==> config.mk <==
export PLATFORM = sky130hd
export DESIGN_NAME = game_ctrl_flat
export DESIGN_NICKNAME = d
export VERILOG_FILES = /design/src/rtl/game_ctrl_if.sv /design/src/rtl/game_ctrl.sv /design/src/flat_wrapper.sv
export SDC_FILE = /design/constraint.sdc
export NUM_CORES = 1
export LEC_CHECK = 0
export ABC_CLOCK_PERIOD_IN_PS = 1900
export BUFFER_PORTS_ARGS = -buffer_cell sky130_fd_sc_hd__buf_2
export CORE_MARGIN = 1
export CORE_UTILIZATION = 26
export DETAILED_ROUTE_END_ITERATION = 6
export PLACE_DENSITY = 0.45
export REMOVE_ABC_BUFFERS = 1
export SYNTH_ARGS = -nofsm -noshare
export SYNTH_HDL_FRONTEND = slang
export SYNTH_SLANG_ARGS = --single-unit
==> constraint.sdc <==
create_clock -name i_clk -period 1.9 [get_ports i_clk]
set_input_delay 0.095 -clock i_clk [delete_from_list [all_inputs] [get_ports i_clk]]
set_output_delay 0.095 -clock i_clk [all_outputs]
set_load 0.03 [all_outputs]
==> src/rtl/game_ctrl_if.sv <==
// Bundle between the game controller and the video/input front end.
// Signals:
//   i_pix_stb, i_animate      pixel strobe and end-of-frame pulse
//   i_px_dino, i_px_obst      current pixel inside dinosaur / any obstacle box
//   i_start                   raw jump/start button (not synchronized)
//   o_run, o_game_over        registered game state flags
//   o_score, o_hiscore        4-digit BCD score and best score since reset
// The master modport drives the inputs; the slave modport is the controller.
interface game_ctrl_if;
   logic        i_pix_stb;
   logic        i_animate;
   logic        i_px_dino;
   logic        i_px_obst;
   logic        i_start;
   logic        o_run;
   logic        o_game_over;
   logic [15:0] o_score;
   logic [15:0] o_hiscore;

   modport master (
      output i_pix_stb, i_animate, i_px_dino, i_px_obst, i_start,
      input  o_run, o_game_over, o_score, o_hiscore
   );

   modport slave (
      input  i_pix_stb, i_animate, i_px_dino, i_px_obst, i_start,
      output o_run, o_game_over, o_score, o_hiscore
   );
endinterface

==> src/rtl/game_ctrl.sv <==
// Game controller: IDLE/RUN/OVER sequencing, collision latch, BCD score
// and hiscore keeping, restart holdoff after a game ends.
// Ports:
//   i_clk    system clock
//   i_rst_n  asynchronous active-low reset (released synchronously inside)
//   bus      game_ctrl_if.slave: frame/pixel inputs, start button, status
module game_ctrl #(
   parameter int unsigned SCORE_DIV = 6,
   parameter int unsigned HOLDOFF   = 30
) (
   input  logic        i_clk,
   input  logic        i_rst_n,
   game_ctrl_if.slave  bus
);

   localparam int unsigned FRAME_W = (SCORE_DIV < 1) ? 1 : $clog2(SCORE_DIV + 1);
   localparam int unsigned HOLD_W  = (HOLDOFF < 1) ? 1 : $clog2(HOLDOFF + 1);

   localparam logic [1:0] IDLE = 2'd0;
   localparam logic [1:0] RUN  = 2'd1;
   localparam logic [1:0] OVER = 2'd2;

   logic               rst_meta, rst_sync_n;
   logic               start_s1, start_s2, start_s3;
   logic               fill_s1, fill_s2, armed;
   logic               start_evt_c, hit_px_c;
   logic [1:0]         state, state_nxt;
   logic               hit, hit_nxt;
   logic [FRAME_W-1:0] frame_cnt, frame_nxt;
   logic [HOLD_W-1:0]  hold_cnt, hold_nxt;
   logic [15:0]        score, score_nxt;
   logic [15:0]        hiscore, hiscore_nxt;
   logic               run_q, over_q;

   // BCD +1 with per-digit carry, saturating at 9999
   function automatic logic [15:0] bcd_inc(input logic [15:0] v);
      logic [15:0] r;
      logic        carry;
      r     = v;
      carry = (v != 16'h9999);
      for (int d = 0; d < 4; d++) begin
         if (carry) begin
            if (r[d*4 +: 4] == 4'd9) begin
               r[d*4 +: 4] = 4'd0;
            end else begin
               r[d*4 +: 4] = r[d*4 +: 4] + 4'd1;
               carry       = 1'b0;
            end
         end
      end
      return r;
   endfunction

   // Reset: asserts immediately, releases on the second clock edge
   always_ff @(posedge i_clk or negedge i_rst_n) begin
      if (!i_rst_n) begin
         rst_meta   <= 1'b0;
         rst_sync_n <= 1'b0;
      end else begin
         rst_meta   <= 1'b1;
         rst_sync_n <= rst_meta;
      end
   end

   // Button synchronizer plus edge detect. The fill pipe marks when start_s2
   // carries a real post-reset sample; a start is only armed once the button
   // has been seen released, so a press held through reset does not count.
   always_ff @(posedge i_clk or negedge rst_sync_n) begin
      if (!rst_sync_n) begin
         start_s1 <= 1'b0;
         start_s2 <= 1'b0;
         start_s3 <= 1'b0;
         fill_s1  <= 1'b0;
         fill_s2  <= 1'b0;
         armed    <= 1'b0;
      end else begin
         start_s1 <= bus.i_start;
         start_s2 <= start_s1;
         start_s3 <= start_s2;
         fill_s1  <= 1'b1;
         fill_s2  <= fill_s1;
         armed    <= armed | (fill_s2 & ~start_s2);
      end
   end

   assign start_evt_c = armed & start_s2 & ~start_s3;
   assign hit_px_c    = bus.i_pix_stb & bus.i_px_dino & bus.i_px_obst;

   // State and datapath registers
   always_ff @(posedge i_clk or negedge rst_sync_n) begin
      if (!rst_sync_n) begin
         state     <= IDLE;
         hit       <= 1'b0;
         frame_cnt <= '0;
         hold_cnt  <= '0;
         score     <= '0;
         hiscore   <= '0;
         run_q     <= 1'b0;
         over_q    <= 1'b0;
      end else begin
         state     <= state_nxt;
         hit       <= hit_nxt;
         frame_cnt <= frame_nxt;
         hold_cnt  <= hold_nxt;
         score     <= score_nxt;
         hiscore   <= hiscore_nxt;
         run_q     <= (state_nxt == RUN);
         over_q    <= (state_nxt == OVER);
      end
   end

   // Next-state and datapath update
   always_comb begin
      state_nxt   = state;
      hit_nxt     = hit;
      frame_nxt   = frame_cnt;
      hold_nxt    = hold_cnt;
      score_nxt   = score;
      hiscore_nxt = hiscore;
      case (state)
         IDLE: begin
            if (start_evt_c) begin
               state_nxt = RUN;
               score_nxt = '0;
               hit_nxt   = 1'b0;
               frame_nxt = '0;
            end
         end
         RUN: begin
            if (bus.i_animate) begin
               // a hit in the same cycle as the frame pulse ends this frame
               if (hit | hit_px_c) begin
                  state_nxt = OVER;
                  hit_nxt   = 1'b0;
                  hold_nxt  = '0;
                  if (score > hiscore) hiscore_nxt = score;
               end else if (frame_cnt == FRAME_W'(SCORE_DIV - 1)) begin
                  frame_nxt = '0;
                  score_nxt = bcd_inc(score);
               end else begin
                  frame_nxt = frame_cnt + FRAME_W'(1);
               end
            end else if (hit_px_c) begin
               hit_nxt = 1'b1;
            end
         end
         OVER: begin
            if (start_evt_c && (hold_cnt == HOLD_W'(HOLDOFF))) begin
               state_nxt = RUN;
               score_nxt = '0;
               hit_nxt   = 1'b0;
               frame_nxt = '0;
            end else if (bus.i_animate && (hold_cnt != HOLD_W'(HOLDOFF))) begin
               hold_nxt = hold_cnt + HOLD_W'(1);
            end
         end
         default: state_nxt = IDLE;
      endcase
   end

   assign bus.o_run       = run_q;
   assign bus.o_game_over = over_q;
   assign bus.o_score     = score;
   assign bus.o_hiscore   = hiscore;

endmodule

==> src/flat_wrapper.sv <==
// flat-port wrapper written by rule: the top's interface ports become plain ports
module game_ctrl_flat 
#(
   parameter int unsigned SCORE_DIV = 6,
   parameter int unsigned HOLDOFF   = 30
)
  (i_clk, i_rst_n, bus_i_pix_stb, bus_i_animate, bus_i_px_dino, bus_i_px_obst, bus_i_start, bus_o_run, bus_o_game_over, bus_o_score, bus_o_hiscore);
  game_ctrl_if bus_i ();
  input  logic i_clk;
  input  logic i_rst_n;
  input wire logic [$bits(bus_i.i_pix_stb)-1:0] bus_i_pix_stb;
  input wire logic [$bits(bus_i.i_animate)-1:0] bus_i_animate;
  input wire logic [$bits(bus_i.i_px_dino)-1:0] bus_i_px_dino;
  input wire logic [$bits(bus_i.i_px_obst)-1:0] bus_i_px_obst;
  input wire logic [$bits(bus_i.i_start)-1:0] bus_i_start;
  output wire logic [$bits(bus_i.o_run)-1:0] bus_o_run;
  output wire logic [$bits(bus_i.o_game_over)-1:0] bus_o_game_over;
  output wire logic [$bits(bus_i.o_score)-1:0] bus_o_score;
  output wire logic [$bits(bus_i.o_hiscore)-1:0] bus_o_hiscore;
  assign bus_i.i_pix_stb = bus_i_pix_stb;
  assign bus_i.i_animate = bus_i_animate;
  assign bus_i.i_px_dino = bus_i_px_dino;
  assign bus_i.i_px_obst = bus_i_px_obst;
  assign bus_i.i_start = bus_i_start;
  assign bus_o_run = bus_i.o_run;
  assign bus_o_game_over = bus_i.o_game_over;
  assign bus_o_score = bus_i.o_score;
  assign bus_o_hiscore = bus_i.o_hiscore;
  game_ctrl #(.SCORE_DIV(SCORE_DIV), .HOLDOFF(HOLDOFF)) u_core (.i_clk(i_clk), .i_rst_n(i_rst_n), .bus(bus_i));
endmodule
==> results by group <==
Global routing
  – Gr ovfl total: 0
  – All-Layer GR Usage: 15.2%
  – Vias in the first global route: 2981
  – Largest net degree at the start of global routing: 52
  – First-pass GRT wire length: 15100 microns
  – Initial antenna violation count: 0

Detailed routing
  – DRC: 4
  – Routed len/inst: 15.5 microns
  – Initial drt markers: 203
  – WL final: 9700 microns
  – First-pass iteration count of the detailed router: 6
  – Final ANT Viol Nets: 0
  – Routed vias: 3038
  – Vias per cell: 4.86

Floorplan
  – Die height: 112 microns
  – Row count: 39
  – Die X: 112 microns
  – IO Count: 41
  – Core area: 11600 sq um
  – Initial Util: 27.1%
  – Die area: 12500 sq um

Clock tree
  – TritonCTS buffer count: 5
  – Skew-Pair Late Insertion Delay: 0.30 ns
  – TritonCTS clock tree: done
  – Sink Count: 53
  – Clock transition at the registers of the reported paths: 0.08 ns
  – CTS max path bufs: 2
  – CTS root buffer: clkbuf_16
  – H-tree depth: 2

STA
  – Worst Skew: 0.00763 ns
  – PnR worst setup slack: -0.166 ns
  – Final Hold Viols: 0
  – Unrepaired setup endpoints after global routing: yes
  – Final Cycle Share: 109%
  – Setup tns final: -3.01 ns
  – Post-layout min period: 2.07 ns
  – Max Slew Vio Count: 0
  – Highest Clock Rate: 0.484 GHz
  – Setup violation total in the final timing report: 29

Logic synthesis
  – Cell count after synthesis: 344
  – FF+latch count, synth: 53
  – Syn_area_per_cell: 9.14 sq um
  – Yosys cell types: 48
  – Register area share after synthesis: 42.2%
  – Syn Std Cell Area: 3140 sq um
  – Synth warn: 0

Run status
  – Failing checks: DRC, setup timing
  – Status: complete, but fails checks

Finish
  – # nets final: 514
  – Area grow syn2layout: 52.3%
  – Final instance area: 4790 sq um
  – Ant. Diodes: 0
  – Share of cells above drive strength 1: 39.6%

Flow run
  – Max Cap Viol: 0

Setup path
  – Worst setup EP type: flop
  – R2R setup slack: -0.17 ns
  – Crit start category: flop
  – RR Startpoint: u_core.bus.o_score[13]
  – Worst path arrival time: 2.27 ns
  – RR Endpoint: u_core.bus.o_hiscore[0]
  – Req. time, crit path: 2.10 ns
  – Critical path class: reg -> reg
  – FF-to-FF path depth: 7
  – CP Max Fanout: 5

Placement
  – DP Worst Slack: -0.264 ns
  – I/O Buffers: 40
  – Area after DPL: 4140 sq um
  – DP Wirelength: 6530 microns
  – GP Congestion: 0.816

Min path
  – Worst Hold Depth: 2
  – Hold wc startpoint: bus_i_animate
  – Sink of the worst hold path: u_core.hit
  – Hold crit path type: in -> reg

Power and ir drop
  – Pleak: 2.42 nW
  – Worst vdd ir: 593 uV
  – Pwr dens: 967 nW/um^2
cell usage in the layout (no fill, tap or decap), types with 9 or more instances in the layout:
cell,synthesis,routed
a21oi_1,10,9
buf_2,2,41
buf_4,0,87
dfrtp_1,53,50
ha_1,26,20
inv_1,25,20
nand2_1,51,51
nand4_1,21,21
nor2_1,27,27
o211ai_1,11,11
o21ai_0,15,13
o21ai_1,12,13
worst max-delay path by stage:
stage                                   end                      from  cells past startpoint  slack (ns)
floorplan           u_core.bus.o_hiscore[0]  u_core.bus.o_hiscore[15]                      7       -0.79
global placement    u_core.bus.o_hiscore[0]    u_core.bus.o_score[14]                      7       -0.17
detailed placement  u_core.bus.o_hiscore[0]    u_core.bus.o_score[14]                      7       -0.26
CTS                 u_core.bus.o_hiscore[2]     u_core.bus.o_score[9]                      8       -0.19
global route        u_core.bus.o_hiscore[2]    u_core.bus.o_score[13]                      8       -0.25
finish              u_core.bus.o_hiscore[0]    u_core.bus.o_score[13]                      7       -0.17
routing by layer:
metal | global-route usage [%] | share of wire [%] | vias to the layer above
met3 | 2.61 | 3.1 | 11
met1 | 20.5 | 47 | 1452
met4 | 4.09 | 1.4 | 0
met2 | 25.1 | 49 | 55
met5 | 0 | 0 | -
li1 | - | - | 1520
logic make-up (layout without fill, tap and decap cells):
family,Yosys count,count (layout),share of synthesized area [%]
AO/OA/AOI/OAI,81,81,18.3
AND/OR/NAND/NOR,141,141,23.1
other,1,2,0.119
XOR/XNOR,4,4,1.11
buffers and inverters,38,175,4.85
adder cells (fa/ha/maj),26,26,10.3
flip-flops,53,53,42.2
critical path, cell delays in order, from the launching register on:
cell       delay, ns
dfrtp_1         0.43
ha_4            0.30
nand4_4         0.12
nor4_4          0.32
o21ai_2         0.09
and4b_2         0.28
clkbuf_16       0.18
o311ai_2        0.24
layout make-up:
type                       instances  area, sq um
multi-input combinational        254         1910
inverter                          25         93.8
clock buffer                       5          125
timing repair buffer             142         1090
clock inverter                     3         65.1
sequential                        53         1330
tap                              143          179
fill                            1150         6820
through the flow:
step           util, %  cells  hold slack, ns  power, mW
6_report          41.2    625          0.0952       4.63
5_1_grt           41.2    625           0.116       4.93
4_1_cts           39.2    619          0.0859       4.54
3_5_place_dp      35.7    598          -0.118       3.19
3_3_place_gp      35.7    598          -0.117       3.18
2_1_floorplan        -    332          -0.201       2.33
state kept, by name, summed over array words and instances (netlist names):
register / flops
u_core.hold_cnt: 5
u_core.start_s3: 1
u_core.rst_meta: 1
u_core.bus.o_run: 1
u_core.start_s2: 1
u_core.frame_cnt: 3
u_core.rst_sync_n: 1
u_core.start_s1: 1
u_core.bus.o_game_over: 1
u_core.armed: 1
u_core.bus.o_hiscore: 16
u_core.bus.o_score: 16
u_core.state: 2
u_core.fill_s1: 1
u_core.hit: 1
u_core.fill_s2: 1
power breakdown:
part | leakage, nW | switching (mW) | internal (mW)
Combinational | 1.71 | 1.12 | 0.917
Clock | 0.0938 | 0.440 | 0.754
Sequential | 0.618 | 0.123 | 1.28
Total | 2.42 | 1.68 | 2.95
Yosys cell counts, drive strengths merged:
| library cell | number | area, sq um |
|---|---|---|
| clkbuf | 10 | 37.5 |
| nand4 | 23 | 156 |
| xnor2 | 1 | 8.76 |
| o41ai | 5 | 66.3 |
| o221ai | 1 | 8.76 |
| conb | 1 | 3.75 |
| dfrtp | 53 | 1330 |
| a311oi | 1 | 15.0 |
| o211ai | 12 | 95.1 |
| or4b | 1 | 10.0 |
| a21boi | 1 | 7.51 |
| inv | 25 | 93.8 |
| a21o | 4 | 30.0 |
| o21ai | 28 | 144 |
| or4 | 2 | 15.0 |
| o32ai | 1 | 8.76 |
| nand2 | 51 | 191 |
| a41oi | 1 | 8.76 |
| nand3b | 5 | 37.5 |
| nand3 | 8 | 40.0 |
| o311ai | 5 | 43.8 |
| xor2 | 3 | 26.3 |
| ha | 26 | 325 |
| and2 | 2 | 12.5 |
| a31o | 1 | 8.76 |
| a31oi | 1 | 6.26 |
| and3 | 4 | 25.0 |
| or3 | 1 | 6.26 |
| a211oi | 1 | 12.5 |
| and3b | 1 | 8.76 |
| a211o | 1 | 8.76 |
| nor2b | 4 | 25.0 |
| o31ai | 8 | 60.1 |
| nor3 | 1 | 5.00 |
| buf | 3 | 21.3 |
| a21oi | 10 | 50.1 |
| nor4 | 3 | 33.8 |
| or2b | 1 | 11.3 |
| nor2 | 27 | 101 |
| and4b | 1 | 10.0 |
| nand2b | 6 | 37.5 |
timing repair:
item | in CTS | in global routing
pin swaps | 7 | 24
cloned | 0 | 4
resized for setup | 28 | 24
hold endpoints to repair | 3 | 0
setup buffers | 11 | 4
hold buffers | 2 | 0
endpoints found under the setup margin | 32 | 32
(Power assumes the default switching activity.)
